`config.mk`:
```
export PLATFORM = sky130hd
export DESIGN_NAME = vec_len_sq_flat
export DESIGN_NICKNAME = d
export VERILOG_FILES = /design/src/rtl/vec_len_sq_pkg.sv /design/src/rtl/vec_len_sq_if.sv /design/src/rtl/vec_len_sq_mul.sv /design/src/rtl/vec_len_sq.sv /design/src/flat_wrapper.sv
export SDC_FILE = /design/constraint.sdc
export NUM_CORES = 1
export LEC_CHECK = 0
export CAP_MARGIN = 20
export CORE_ASPECT_RATIO = 0.5
export CORE_MARGIN = 2
export CORE_UTILIZATION = 25
export DETAILED_ROUTE_END_ITERATION = 10
export PLACE_DENSITY = 0.5
export SLEW_MARGIN = 20
export SYNTH_ARGS = -nofsm -noshare
export SYNTH_HDL_FRONTEND = slang
export SYNTH_SLANG_ARGS = --single-unit
```
`constraint.sdc`:
```
create_clock -name clock -period 11.1 [get_ports clock]
set_input_delay 1.665 -clock clock [delete_from_list [all_inputs] [get_ports clock]]
set_output_delay 1.665 -clock clock [all_outputs]
set_load 0.01 [all_outputs]
```
`src/rtl/vec_len_sq_pkg.sv`:
```
// vec_len_sq_pkg: fixed-point widths, limits, FSM states and magnitude helper for vec_len_sq
package vec_len_sq_pkg;
   localparam int _WIDTH = 32;
   localparam int BI = 16;
   localparam int FR = _WIDTH - BI;
   localparam int CW = $clog2(_WIDTH);
   typedef logic signed [_WIDTH-1:0] fixed;
   localparam logic [_WIDTH-1:0] FIXED_MAX = {1'b0, {(_WIDTH-1){1'b1}}};
   localparam logic [_WIDTH-2:0] MAG_MAX = '1;
   typedef enum logic [2:0] {IDLE, LOAD, MUL, ACC, FIN, DONE} vlsq_state_t;
   // the most-negative value has no positive twin, so clamp its magnitude
   function automatic logic [_WIDTH-2:0] sat_mag(fixed v);
      logic [_WIDTH-1:0] n;
      n = v[_WIDTH-1] ? -v : v;
      return n[_WIDTH-1] ? MAG_MAX : n[_WIDTH-2:0];
   endfunction
endpackage

```
`src/rtl/vec_len_sq_if.sv`:
```
// vec_len_sq_if: operand/result bundle between a requester and vec_len_sq
interface vec_len_sq_if;
   import vec_len_sq_pkg::*;
   logic start;
   fixed x, y, z;
   fixed sq;
   logic ready, overflow, sqrt_start;
   modport master (output start, x, y, z, input sq, ready, overflow, sqrt_start);
   modport slave (input start, x, y, z, output sq, ready, overflow, sqrt_start);
endinterface

```
`src/rtl/vec_len_sq_mul.sv`:
```
// sq_serial_mul: radix-2 serial shift-add squarer, one multiplier bit per cycle LSB first
module sq_serial_mul
   import vec_len_sq_pkg::*;
(
   input  logic                  clock,
   input  logic                  reset_n,
   input  logic                  i_load,
   input  logic [_WIDTH-2:0]     i_mag,
   output logic                  o_busy,
   output logic                  o_done,
   output logic [2*_WIDTH-1:0]   o_prod
);
   logic [2*_WIDTH-1:0] r_mcand, r_prod;
   logic [_WIDTH-1:0] r_mplier;
   logic [CW-1:0] r_cnt;
   logic r_busy;
   assign o_done = r_busy && r_cnt == CW'(_WIDTH - 1);
   assign o_busy = r_busy;
   assign o_prod = r_prod;
   always_ff @(posedge clock) begin
      if (!reset_n) begin
         r_mcand  <= '0;
         r_mplier <= '0;
         r_prod   <= '0;
         r_cnt    <= '0;
         r_busy   <= 1'b0;
      end else if (i_load) begin
         r_mcand  <= {{(_WIDTH+1){1'b0}}, i_mag};
         r_mplier <= {1'b0, i_mag};
         r_prod   <= '0;
         r_cnt    <= '0;
         r_busy   <= 1'b1;
      end else if (r_busy) begin
         r_prod   <= r_prod + (r_mplier[0] ? r_mcand : '0);
         r_mcand  <= r_mcand << 1;
         r_mplier <= r_mplier >> 1;
         r_cnt    <= r_cnt + 1'b1;
         r_busy   <= !o_done;
      end
   end
endmodule

```
`src/rtl/vec_len_sq.sv`:
```
// vec_len_sq: saturated x^2+y^2+z^2 of a fixed vector via one serial squarer,
// with a one-cycle sqrt_start pulse to launch the downstream square root
module vec_len_sq
   import vec_len_sq_pkg::*;
(
   input  logic         clock,
   input  logic         reset_n,
   vec_len_sq_if.slave  bus
);
   vlsq_state_t r_state, w_next;
   logic r_prv_start, r_ready, r_ovf, r_sqrt_start;
   logic [_WIDTH-2:0] r_mag [3];
   logic [1:0] r_k;
   logic [_WIDTH+1:0] r_acc;
   logic [_WIDTH-1:0] r_sq, w_sat;
   logic [2*_WIDTH-1:0] w_prod, w_s;
   logic w_accept, w_busy, w_done, w_s_ovf, w_fin_ovf;
   assign w_accept  = bus.start && !r_prv_start && (r_state == IDLE || r_state == DONE);
   assign w_s       = w_prod >> FR;
   assign w_s_ovf   = w_s > {{_WIDTH{1'b0}}, FIXED_MAX};
   assign w_sat     = w_s_ovf ? FIXED_MAX : w_s[_WIDTH-1:0];
   assign w_fin_ovf = r_acc > {2'b0, FIXED_MAX};
   assign bus.sq         = r_sq;
   assign bus.ready      = r_ready;
   assign bus.overflow   = r_ovf;
   assign bus.sqrt_start = r_sqrt_start;
   sq_serial_mul u_mul (
      .clock   (clock),
      .reset_n (reset_n),
      .i_load  (r_state == LOAD),
      .i_mag   (r_mag[r_k]),
      .o_busy  (w_busy),
      .o_done  (w_done),
      .o_prod  (w_prod)
   );
   always_comb begin
      w_next = r_state;
      case (r_state)
         IDLE, DONE: w_next = w_accept ? LOAD : r_state;
         LOAD:       w_next = MUL;
         MUL:        w_next = (w_done || !w_busy) ? ACC : MUL;
         ACC:        w_next = (r_k == 2'd2) ? FIN : LOAD;
         FIN:        w_next = DONE;
         default:    w_next = IDLE;
      endcase
   end
   always_ff @(posedge clock) begin
      if (!reset_n) r_state <= IDLE;
      else          r_state <= w_next;
   end
   always_ff @(posedge clock) begin
      if (!reset_n) begin
         r_prv_start  <= 1'b0;
         r_k          <= '0;
         r_acc        <= '0;
         r_sq         <= '0;
         r_ready      <= 1'b0;
         r_ovf        <= 1'b0;
         r_sqrt_start <= 1'b0;
      end else begin
         r_prv_start  <= bus.start;
         r_sqrt_start <= r_state == FIN;
         if (w_accept) begin
            r_mag[0] <= sat_mag(bus.x);
            r_mag[1] <= sat_mag(bus.y);
            r_mag[2] <= sat_mag(bus.z);
            r_k      <= '0;
            r_acc    <= '0;
            r_ovf    <= 1'b0;
            r_ready  <= 1'b0;
         end
         if (r_state == ACC) begin
            r_acc <= r_acc + {2'b0, w_sat};
            r_k   <= r_k + 1'b1;
            r_ovf <= r_ovf | w_s_ovf;
         end
         if (r_state == FIN) begin
            r_sq    <= w_fin_ovf ? FIXED_MAX : r_acc[_WIDTH-1:0];
            r_ovf   <= r_ovf | w_fin_ovf;
            r_ready <= 1'b1;
         end
      end
   end
endmodule

```
`src/flat_wrapper.sv`:
```
// flat-port wrapper written by rule: the top's interface ports become plain ports
module vec_len_sq_flat import vec_len_sq_pkg::*;
  (clock, reset_n, bus_start, bus_x, bus_y, bus_z, bus_sq, bus_ready, bus_overflow, bus_sqrt_start);
  vec_len_sq_if bus_i ();
  input  logic clock;
  input  logic reset_n;
  input wire logic [$bits(bus_i.start)-1:0] bus_start;
  input wire logic [$bits(bus_i.x)-1:0] bus_x;
  input wire logic [$bits(bus_i.y)-1:0] bus_y;
  input wire logic [$bits(bus_i.z)-1:0] bus_z;
  output wire logic [$bits(bus_i.sq)-1:0] bus_sq;
  output wire logic [$bits(bus_i.ready)-1:0] bus_ready;
  output wire logic [$bits(bus_i.overflow)-1:0] bus_overflow;
  output wire logic [$bits(bus_i.sqrt_start)-1:0] bus_sqrt_start;
  assign bus_i.start = bus_start;
  assign bus_i.x = bus_x;
  assign bus_i.y = bus_y;
  assign bus_i.z = bus_z;
  assign bus_sq = bus_i.sq;
  assign bus_ready = bus_i.ready;
  assign bus_overflow = bus_i.overflow;
  assign bus_sqrt_start = bus_i.sqrt_start;
  vec_len_sq u_core (.clock(clock), .reset_n(reset_n), .bus(bus_i));
endmodule
```
# Yosys cells after proc, flatten, opt, wreduce, memory -nomap -nowiden

Memory sizes are Yosys's and may differ from the RTL's. A register that Yosys moved wholly into a read port is not among the register bits.
Cells that the tools add are included.

Add/sub/neg operators: 7
$lt $le $gt $ge: 2
Eq/ne operators: 8
Mux-type cells: 32
Bitwise operators: 3
Reduce and logical (&&, ||, !) cells: 15

Operator list:

| kind                 | count |
|---|---|
| $mux 31              | 7 |
| $mux 32              | 5 |
| $neg 32->32          | 3 |
| $mux 34              | 2 |
| $add 64x64->64       | 1 |
| $mux 64              | 1 |
| $gt 48x31->1 const B | 1 |
| $add 34x32->34       | 1 |
| $gt 34x31->1 const B | 1 |
| $pmux 3 s5           | 1 |
| $mux 1               | 10 |
| $mux 2               | 4 |
| $eq 3x2->1 const B   | 2 |
| $eq 3x3->1 const B   | 2 |
| $mux 3               | 2 |
| $reduce_bool 2->1    | 3 |
| $add 5x1->5 const B  | 1 |
| $eq 5x5->1 const B   | 1 |
| $reduce_or 2->1      | 2 |
| $eq 3x1->1 const B   | 1 |
| $logic_and 1x1->1    | 3 |
| $logic_not 1->1      | 3 |
| $logic_not 3->1      | 1 |
| $reduce_bool 3->1    | 1 |
| other kinds (6)      | 8 |

Register bits after elaboration: 240
Memory bits (writable): 93
Output and inout port bits: 35
Memories: 1

Memories:

| name         | words | width | rd ports | clocked after Yosys merged registers in | write ports | RTL line         | source |
|---|---|---|---|---|---|---|---|
| u_core.r_mag | 3     | 31    | 1        | 1                                       | 3           | vec_len_sq.sv:12 | `logic [_WIDTH-2:0] r_mag [3];` |

# Longest topological paths before layout

Gate-level depths: netlist of run 1.

Word-level depth: 7
Gate-level depth with buffers: 16

# Cells and area by module

A second synthesis of run 1 with hierarchy kept.

Cells, all modules: 2383
Area, all modules: 20883.8 um2

Modules (own cells, without submodules):

| module        | times used | cells each | area an instance (um2) |
|---|---|---|---|
| sq_serial_mul | 1          | 1243       | 10452.5 |
| vec_len_sq    | 1          | 1140       | 10431.3 |

# Worst setup path after synthesis of run 1

Ideal clock, no wire load.

Path type: input to register
Start: in reset_n
End: mem u_core.r_mag[0][0] in the netlist's numbering, enable pin
Data arrival time: 4.573 ns
Setup slack: 6.065 ns
Cell stages on the path: 4
Path buffers: 3
Cells stage by stage: clkbuf_1 > clkbuf_1 > clkbuf_1 > and2_1

RTL lines:

| what               | RTL line          | source |
|---|---|---|
| start: declaration | flat_wrapper.sv:6 | `input logic reset_n;` |
| end: declaration   | vec_len_sq.sv:12  |  |

==> flow_summary.toml, run 1 <==
[power_and_ir_drop]
combPwrFrac_pct = 13.8
vdd_drop_max_mv = 0.0921
clkPwrFrac_pct = 40.9
p_int_mw = 2.18
seqPwrFrac_pct = 45.4
power_density_nw_per_um2 = 123
power_switching_share_pct = 26.9
power_mw = 2.98
p_sw_mw = 0.801
p_leak_nw = 9.10

[synthesis]
yosysWarnings = 0
syn-num-nets = 2525
synth_edf_count = 93
synth_cells = 2323
ys_ff_latch = 335
syn_area_um2 = 20500
synthArstFlopShare_pct = 0
ys_seq_area_share_pct = 37.2
avgSynthCellArea_um2 = 8.84
ys.flop_type = "dfxtp_1"
synth_cell_type_count = 66

[setup_path]
worstPathMaxFanout = 29
worstPathArrival_ns = 5.88
slowest_delay_ns = 0.64
cp_num_buf_inv = 1
criticalPathCategory = "input pin to register"
worst_setup_path_end_kind = "register"
required_ns = 11.47
cp_top_family = "simple AND/OR/NAND/NOR gates"
critPathLaunchType = "input pin"
worstPathCellList = "clkdlybuf4s50_1 > or3_1 > nor3_1 > nand3_1 > or4_1 > or4_1 > nor3_1 > nand3_2 > o211ai_1"
cp_slowest_cell = "or4_1"

[clocking]
cts_root_buf = "clkbuf_16"
cts_inserted_buffers = 37
postCtsSetupRepairBufs = 0
htreeDepth = 2
cts_resized = 0
insertion_delay_ns = 0.55
cts.clk_slew.worst_paths_ns = 0.06
cts_tree = "yes"
clockBufferDepth = 3
clock_sinks = 335
postCtsHoldBufs = 0

[timing]
finalMaxSlewViolations = 0
setup_violations = 0
hold_violations = 0
fin_crit_ns = 5.51
final.setup_skew_ns = 0.0140
worst_pin_slew_ns = 1.02
period_share_pct = 49.6
fmaxAchievable_mhz = 181
final.setup.tns_ns = 0
slew_headroom_pct = 31.5
rsz0062_at_grt = "no"

[floorplan]
chipHeight_um = 207
initial_core_util_pct = 25.2
fp.coreArea_um2 = 81500
io_pins = 134
die_x_um = 409
rows = 74
dieArea_um2 = 84600

[finish]
final_area_um2 = 24100
fin_nets = 2583
final_cell_mix = "nand2_1, dfxtp_1, a21oi_1, o21ai_0, nor2_1"
area_growth_pct = 17.5
utilization_pct = 29.6
layout_commonest_cell = "nand2_1"
drive_gt1_share_pct = 8.31

[placed_design]
io_buffers = 133
dp_hpwl_mm = 40.7
place.gp.congestion = 0.828
place_area_um2 = 22900

[global_routing]
grt_max_degree = 68
overflow = 0
grt_pass1_wl_mm = 89.1
antenna_found_initial = 4
grt_pass1_vias = 16247
gr-usage-all-layers_pct = 12.7

[drt]
drt_pass1_iterations = 5
routedWlPerCell_um = 15.7
vias = 16648
drt-initial-drc-count = 978
finalWirelength_mm = 55.0
drc = 0
vias_per_cell = 4.74
ant_nets = 0

[min_path]
min_path_type = "register to register"

[status]
status = "complete, no violations"

[flow_run]
cap_violations = 0
==> power groups by stage <==
stage	Combinational (mW)	Clock (mW)	Sequential, mW
after global placement	0.410	0	1.38
after detailed placement	0.412	0	1.38
after CTS	0.414	1.27	1.35
final	0.410	1.22	1.35
after global routing	0.457	1.32	1.36
after floorplan	0.283	0	1.36
==> flip-flops by register name, summed over array words and instances, names as in the netlist, named ones only <==
register	flops
u_core.u_mul.r_cnt	5
u_core.r_mag	93
u_core.bus.sqrt_start	1
u_core.u_mul.o_busy	1
u_core.r_prv_start	1
u_core.u_mul.o_prod	64
u_core.r_state	3
u_core.bus.sq	32
u_core.bus.overflow	1
u_core.u_mul.r_mcand	64
u_core.u_mul.r_mplier	31
u_core.bus.ready	1
u_core.r_k	2
u_core.r_acc	34
==> cell type report <==
class                   instances  area, µm²
diodes                          2       5.00
clock buffers                  51       1080
clock inverters                15        106
fillers                      8679      57300
inverters                      44        165
multi-input cells            1805      12200
flip-flops and latches        335       7640
well taps                    1102       1380
repair buffers                158       1530
==> tightest hold or removal path: cells and delay by family (launching register included) <==
family | cells | cell delay (ns)
DFF | 1 | 0.31
and+or+nand+nor | 2 | 0.08
==> synth_stat cells (all sizes together) (10+ instances only) <==
cell    instances  area share, %
edfxtp         93             14
o21ai         153            3.7
mux2i         132            6.4
and3           19           0.58
o211ai         17           0.62
a31oi          13           0.40
o22ai          10           0.30
inv            44           0.80
nor2b          13           0.40
o41ai          10           0.43
or3            31           0.99
or4            18           0.69
o21bai         17           0.62
clkbuf        122            2.2
nand2b         45            1.4
buf            17           0.40
xnor2          55            2.3
nand4          29           0.88
nor3           22           0.54
o21a           12           0.44
a211oi         21           0.77
xor2          102            4.4
nand2         254            4.6
ha            101            6.2
o31ai          40            1.5
mux2           59            3.2
nand3          47            1.1
a21o           42            1.5
a21boi         19           0.69
a21oi         187            4.6
o221a          32            1.8
dfxtp         242             24
nor2          150            2.7
and2           81            2.5
nor4           14           0.50
==> cells by family after synthesis <==
kind of cell	synth area share (%)
xor gates and xnor gates	6.70
adders and majority gates	6.35
DFF	37.2
other	0.0183
and+or+nand+nor	17.6
buffers and inverters	3.43
AOI/OAI and AO/OA	19.1
muxes	9.67
==> final timing paths <==
path                                      end  slack [ns]                            startpoint  cells after the start
max          u_core.r_mag[2][1]$_SDFFCE_PP1P_        5.59                              bus_z[2]                      9
min            u_core.bus.sq[31]$_SDFFE_PN0P_        0.44        u_core.bus.sq[31]$_SDFFE_PN0P_                      2
max reg2reg     u_core.r_acc[28]$_SDFFE_PN0N_        6.19  u_core.u_mul.o_prod[47]$_SDFFE_PP0P_                     16
min reg2reg    u_core.bus.sq[31]$_SDFFE_PN0P_        0.44        u_core.bus.sq[31]$_SDFFE_PN0P_                      2
==> routing by layer <==
layer,vias to the layer above,share of wire (%),track usage [%]
met2,228,43,19.9
li1,8560,-,-
met3,49,3.9,2.36
met1,7807,52,18.3
met5,-,0.049,0
met4,4,1.3,2.63
==> metrics by stage <==
| step | instances | setup slack [ns] | hold WS [ns] |
|---|---|---|---|
| 2_1_floorplan | 2323 | 6.07 | 0.435 |
| 3_3_place_gp | 3443 | 4.74 | 0.423 |
| 3_5_place_dp | 3443 | 4.68 | 0.426 |
| 4_1_cts | 3509 | 5.26 | 0.435 |
| 5_1_grt | 3512 | 5.16 | 0.484 |
| 6_report | 3512 | 5.59 | 0.435 |
No activity file was read; power rests on OpenSTA's default activity.
==> run 2: changes to the inputs <==
--- a/config.mk
+++ b/config.mk
@@ -10,7 +10,7 @@
 export CORE_MARGIN = 2
 export CORE_UTILIZATION = 25
 export DETAILED_ROUTE_END_ITERATION = 10
-export PLACE_DENSITY = 0.5
+export PLACE_DENSITY = 0.52
 export SLEW_MARGIN = 20
 export SYNTH_ARGS = -nofsm -noshare
 export SYNTH_HDL_FRONTEND = slang
==> constraint.sdc (replaced) <==
create_clock -name clock -period 4.7 [get_ports clock]
set_input_delay 0.705 -clock clock [delete_from_list [all_inputs] [get_ports clock]]
set_output_delay 0.705 -clock clock [all_outputs]
set_load 0.01 [all_outputs]
==> flow_summary.toml, run 2 (synthesized netlist as in run 1, its figures left out) <==
[finish]
largest_reg_flops = 93
ff_latch_area_um2 = 7640
multi_input_area_um2 = 12200
area_growth_pct = 18.7
layout_commonest_cell = "nand2_1"
instances_no_fill = 3528
n_fill_cell = 8660
fin_nets = 2598
drive_gt1_share_pct = 9.07
final_cell_mix = "nand2_1, dfxtp_1, a21oi_1, o21ai_0, nor2_1"
regMostFlops = "u_core.r_mag"
utilization_pct = 29.9

[timing]
final.setup.tns_ns = 0
final.setup_skew_ns = 0.0236
hold_ws_ns = 0.438
hold_violations = 0
timing.final.ws_setup_ns = 0.315
fmaxAchievable_mhz = 228
slew_headroom_pct = 25.2
setup_violations = 0
worst_pin_slew_ns = 1.12
fin_crit_ns = 4.38
finalMaxSlewViolations = 0
rsz0062_at_grt = "no"
period_share_pct = 93.3

[drt]
vias = 16882
vias_per_cell = 4.79
drc = 0
ant_nets = 0
drt_pass1_iterations = 5
finalWirelength_mm = 55.1
drt-initial-drc-count = 1228
routedWlPerCell_um = 15.6

[power_and_ir_drop]
combPwrFrac_pct = 13.1
vdd_drop_max_mv = 0.198
p_int_mw = 5.42
p_leak_nw = 9.24
clkPwrFrac_pct = 43.4
seqPwrFrac_pct = 43.6
p_sw_mw = 1.93
power_density_nw_per_um2 = 301
power_switching_share_pct = 26.2

[clocking]
cts_tree = "yes"
clockBufferDepth = 3
cts_inserted_buffers = 37
cts.clk_slew.worst_paths_ns = 0.07
clock_sinks = 335
insertion_delay_ns = 0.56
cts_root_buf = "clkbuf_16"
htreeDepth = 2
postCtsSetupRepairBufs = 0
postCtsHoldBufs = 0
cts_resized = 0

[placed_design]
place.gp.congestion = 0.855
preCtsSetupSlack_ns = 0.0462
place_inst = 3459
dp_hpwl_mm = 40.8
io_buffers = 133

[floorplan]
io_pins = 134
die_x_um = 409
rows = 74
chipHeight_um = 207
dieArea_um2 = 84600
initial_core_util_pct = 25.2
fp.coreArea_um2 = 81500

[global_routing]
gr-usage-all-layers_pct = 12.7
grt_pass1_wl_mm = 89.1
overflow = 0
antenna_found_initial = 4
grt_max_degree = 113
grt_pass1_vias = 16138

[setup_path]
critPathLaunchType = "register"
criticalPathCategory = "register to register"
worstPathMaxFanout = 14
worst_setup_path_end_kind = "register"
required_ns = 5.11
worstPathArrival_ns = 4.79

[status]
status = "complete, no violations"

[min_path]
min_path_type = "register to register"

[flow_run]
cap_violations = 0
run 2: power groups by stage:
stage,Combinational [mW],Sequential (mW),Clock [mW]
after global placement,0.961,3.26,0
after detailed placement,0.968,3.26,0
after CTS,0.973,3.20,3.29
after global routing,1.07,3.21,3.40
after floorplan,0.669,3.22,0
final,0.960,3.20,3.18
run 2: stage by stage:
stage,power (mW),area [µm²]
2_1_floorplan,3.89,20500
3_3_place_gp,4.22,23100
3_5_place_dp,4.23,23100
4_1_cts,7.46,24400
5_1_grt,7.69,24400
6_report,7.34,24400
run 2: cell type report:
cell class	count	share of cell area (%)
Tap cell	1102	5.65
Timing Repair Buffer	173	6.76
Clock inverter	16	0.954
Multi-Input combinational cell	1805	50.2
Antenna cell	1	0.0103
Sequential cell	335	31.3
Clock buffer	52	4.44
Inverter	44	0.677
run 2: path summary, 6_finish.rpt:
kind / from / endpoint / slack (ns) / cells after the start
worst min register to register: u_core.bus.sq[31]$_SDFFE_PN0P_ / u_core.bus.sq[31]$_SDFFE_PN0P_ / 0.44 / 2
worst max register to register: u_core.u_mul.o_prod[63]$_SDFFE_PP0P_ / u_core.r_acc[30]$_SDFFE_PN0N_ / 0.32 / 17
worst min-delay path: u_core.bus.sq[31]$_SDFFE_PN0P_ / u_core.bus.sq[31]$_SDFFE_PN0P_ / 0.44 / 2
worst max-delay path: u_core.u_mul.o_prod[63]$_SDFFE_PP0P_ / u_core.r_acc[30]$_SDFFE_PN0N_ / 0.32 / 17
run 2: worst max-delay path: stages, from the launching register on:
cell      delay (ns)
dfxtp_1         0.34
nor4_1          0.40
nand4_1         0.21
nor4_2          0.32
buf_12          0.19
nand2b_1        0.06
ha_1            0.22
fa_1            0.41
a21o_1          0.23
a211oi_2        0.35
o41ai_2         0.13
nor4_1          0.39
buf_4           0.18
o31ai_1         0.10
and3_1          0.23
a31oi_1         0.23
xnor2_1         0.14
o21ai_0         0.08
run 2: routing by layer:
layer	global-route usage (%)	up-vias	routed length [µm]
li1	-	8569	-
met1	18.5	7955	28200
met2	19.6	280	23700
met3	2.07	72	2190
met4	3.18	6	1010
met5	0	-	42
==> run 3: changes to the inputs <==
--- a/config.mk
+++ b/config.mk
@@ -7,11 +7,11 @@
 export LEC_CHECK = 0
 export CAP_MARGIN = 20
 export CORE_ASPECT_RATIO = 0.5
-export CORE_MARGIN = 2
 export CORE_UTILIZATION = 25
 export DETAILED_ROUTE_END_ITERATION = 10
-export PLACE_DENSITY = 0.52
+export PLACE_DENSITY = 0.5
 export SLEW_MARGIN = 20
 export SYNTH_ARGS = -nofsm -noshare
 export SYNTH_HDL_FRONTEND = slang
+export SYNTH_HIERARCHICAL = 1
 export SYNTH_SLANG_ARGS = --single-unit
==> constraint.sdc (replaced) <==
create_clock -name clock -period 4.9 [get_ports clock]
set_input_delay 0.735 -clock clock [delete_from_list [all_inputs] [get_ports clock]]
set_output_delay 0.735 -clock clock [all_outputs]
set_load 0.01 [all_outputs]
==> flow_summary.toml, run 3 <==
[synthesis]
synth_cells = 2383
yosysWarnings = 6
avgSynthCellArea_um2 = 8.76
yosys.area.top_type_share_pct = 23.2
synth_cell_type_count = 98
synth_top_area_cell = "dfxtp_1"
ys.flop_type = "dfxtp_1"
ys_ff_latch = 335
synthTopCellsByArea = "dfxtp_1, edfxtp_1, mux2i_1, ha_1, nand2_1"
synthArstFlopShare_pct = 0
synthTopCellsByCount = "nand2_1, dfxtp_1, a21oi_1"
synth_edf_count = 93
syn-num-nets = 2585
ys_seq_area_share_pct = 36.6
syn_area_um2 = 20900
synth.most_common_cell = "nand2_1"

[global_routing]
antenna_found_initial = 4
overflow = 0
gr-usage-all-layers_pct = 13.0
grt_max_degree = 94
grt_pass1_vias = 16250
grt_pass1_wl_mm = 89.4

[finish]
drive_gt1_share_pct = 6.88
fin_nets = 2632
instances_no_fill = 3561
layout_commonest_cell = "nand2_1"
final_cell_mix = "nand2_1, dfxtp_1, a21oi_1, nor2_1, mux2i_1"
ff_latch_area_um2 = 7640
area_growth_pct = 16.7
largest_reg_flops = 93
n_fill_cell = 8740
final_area_um2 = 24400
regMostFlops = "u_core/r_mag"
multi_input_area_um2 = 12400

[clocking]
cts_inserted_buffers = 36
cts_root_buf = "clkbuf_16"
cts_tree = "yes"
cts_resized = 0
cts.clk_slew.worst_paths_ns = 0.07
postCtsSetupRepairBufs = 0
insertion_delay_ns = 0.57
clock_sinks = 335
htreeDepth = 2
postCtsHoldBufs = 0
clockBufferDepth = 3

[timing]
final.setup.tns_ns = 0
finalMaxSlewViolations = 0
rsz0062_at_grt = "no"
final.setup_skew_ns = 0.0185
slew_headroom_pct = 30.9
setup_violations = 0
hold_ws_ns = 0.438
fin_crit_ns = 4.12
worst_pin_slew_ns = 1.04
fmaxAchievable_mhz = 242
hold_violations = 0
period_share_pct = 84.2

[drt]
drt_pass1_iterations = 5
drc = 0
ant_nets = 0
vias = 17192
routedWlPerCell_um = 15.9
finalWirelength_mm = 56.5
drt-initial-drc-count = 1045
vias_per_cell = 4.83

[power_and_ir_drop]
p_leak_nw = 9.25
p_sw_mw = 1.79
power_mw = 6.80
p_int_mw = 5.01
power_density_nw_per_um2 = 279
seqPwrFrac_pct = 45.6
combPwrFrac_pct = 12.0
power_switching_share_pct = 26.4
vdd_drop_max_mv = 0.206
clkPwrFrac_pct = 42.5

[min_path]
min_path_type = "register to register"
hold_depth = 2
min_to = "u_core/bus.sq[31]$_SDFFE_PN0P_"
hold_start = "u_core/bus.sq[31]$_SDFFE_PN0P_"

[setup_path]
critPathLaunchType = "register"
rr_worst_depth = 15
worstPathMaxFanout = 32
r2r_end = "u_core/r_acc[26]$_SDFFE_PN0N_"
worstPathArrival_ns = 4.55
reg2reg_from = "u_core/u_mul/o_prod[59]$_SDFFE_PP0P_"
required_ns = 5.33
r2r_setup_slack_ns = 0.78
criticalPathCategory = "register to register"
worst_setup_path_end_kind = "register"

[placed_design]
place_area_um2 = 23100
place.gp.congestion = 0.865
place_inst = 3493
dp_hpwl_mm = 42.2
io_buffers = 133

[floorplan]
io_pins = 134
rows = 74
initial_core_util_pct = 25.4
dieArea_um2 = 84800
die_x_um = 411
fp.coreArea_um2 = 82100
chipHeight_um = 206

[status]
status = "complete, no violations"

[flow_run]
cap_violations = 0
==> run 3: cell count changes after synthesis, sizes merged, moves of 10 or more <==
cell / change
a21boi: -14
a21o: +14
and3: -10
buf: +22
clkbuf: -12
mux2: -55
mux2i: +31
nand2: +27
nand4: +10
nor2: +22
nor3: +20
o21ai: +22
or3: -21
==> run 3: layout make-up <==
| cell class | instances | share of cell area (%) |
|---|---|---|
| timing repair buffer | 158 | 6.38 |
| multi-input combinational | 1864 | 51.0 |
| tap | 1102 | 5.66 |
| sequential | 335 | 31.4 |
| antenna | 1 | 0.0103 |
| clock buffer | 49 | 4.12 |
| inverter | 35 | 0.539 |
| clock inverter | 17 | 0.919 |
==> run 3: metrics by stage <==
stage               setup WS, ns  utilization [%]
finish                     0.775             29.7
CTS                        0.714             29.6
detailed placement         0.756             28.1
global route               0.419             29.7
global placement           0.738             28.1
floorplan                  0.694                -
==> run 3: power groups by stage <==
stage | sequential [mW] | clock (mW) | combinational [mW]
after floorplan | 3.11 | 0 | 0.574
after global placement | 3.16 | 0 | 0.816
after detailed placement | 3.16 | 0 | 0.824
after CTS | 3.10 | 2.99 | 0.826
after global routing | 3.12 | 3.10 | 0.902
final | 3.10 | 2.89 | 0.814
==> run 3: critical path, stage by stage, from the launching register on <==
cell      delay [ns]
dfxtp_1         0.33
nor4_1          0.37
nand4_1         0.18
nor4_2          0.26
buf_4           0.39
nand2b_1        0.11
ha_1            0.22
fa_1            0.41
a21oi_1         0.23
o21ai_0         0.21
a41oi_1         0.43
o21a_1          0.24
o21ai_0         0.17
a21oi_1         0.21
xor2_1          0.15
o21ai_0         0.08
==> run 3: logic make-up (layout without fill, tap and decap cells) <==
logic type | Yosys count | after routing | synth area share (%)
compound gates | 644 | 644 | 20.0
xor+xnor | 154 | 154 | 6.46
fa+ha+maj | 103 | 103 | 6.24
buf+inv | 184 | 259 | 4.00
flops | 335 | 335 | 36.6
mux | 167 | 167 | 8.03
other cells | 1 | 2 | 0.0180
simple gates | 795 | 795 | 18.7
==> run 3: how the worst max path moves through the flow <==
stage | startpoint | to | slack, ns | cells after the start
floorplan | reset_n | u_core/r_mag[0][0]$_SDFFCE_PP1P_ | 0.69 | 4
finish | u_core/u_mul/o_prod[59]$_SDFFE_PP0P_ | u_core/r_acc[26]$_SDFFE_PN0N_ | 0.78 | 15
global route | u_core/u_mul/o_prod[59]$_SDFFE_PP0P_ | u_core/r_acc[28]$_SDFFE_PN0N_ | 0.42 | 16
CTS | u_core/u_mul/o_prod[59]$_SDFFE_PP0P_ | u_core/r_acc[28]$_SDFFE_PN0N_ | 0.71 | 16
detailed placement | u_core/u_mul/o_prod[59]$_SDFFE_PP0P_ | u_core/r_acc[28]$_SDFFE_PN0N_ | 0.76 | 16
global placement | bus_y[2] | u_core/r_mag[1][26]$_SDFFCE_PP1P_ | 0.74 | 8
==> run 3: routing by layer <==
layer	wire length, µm	up-vias	global-route usage, %
met5	34	-	0
met4	827	6	2.99
met3	2170	56	2.16
met2	24300	258	20.1
met1	29200	8113	18.6
li1	-	8759	-
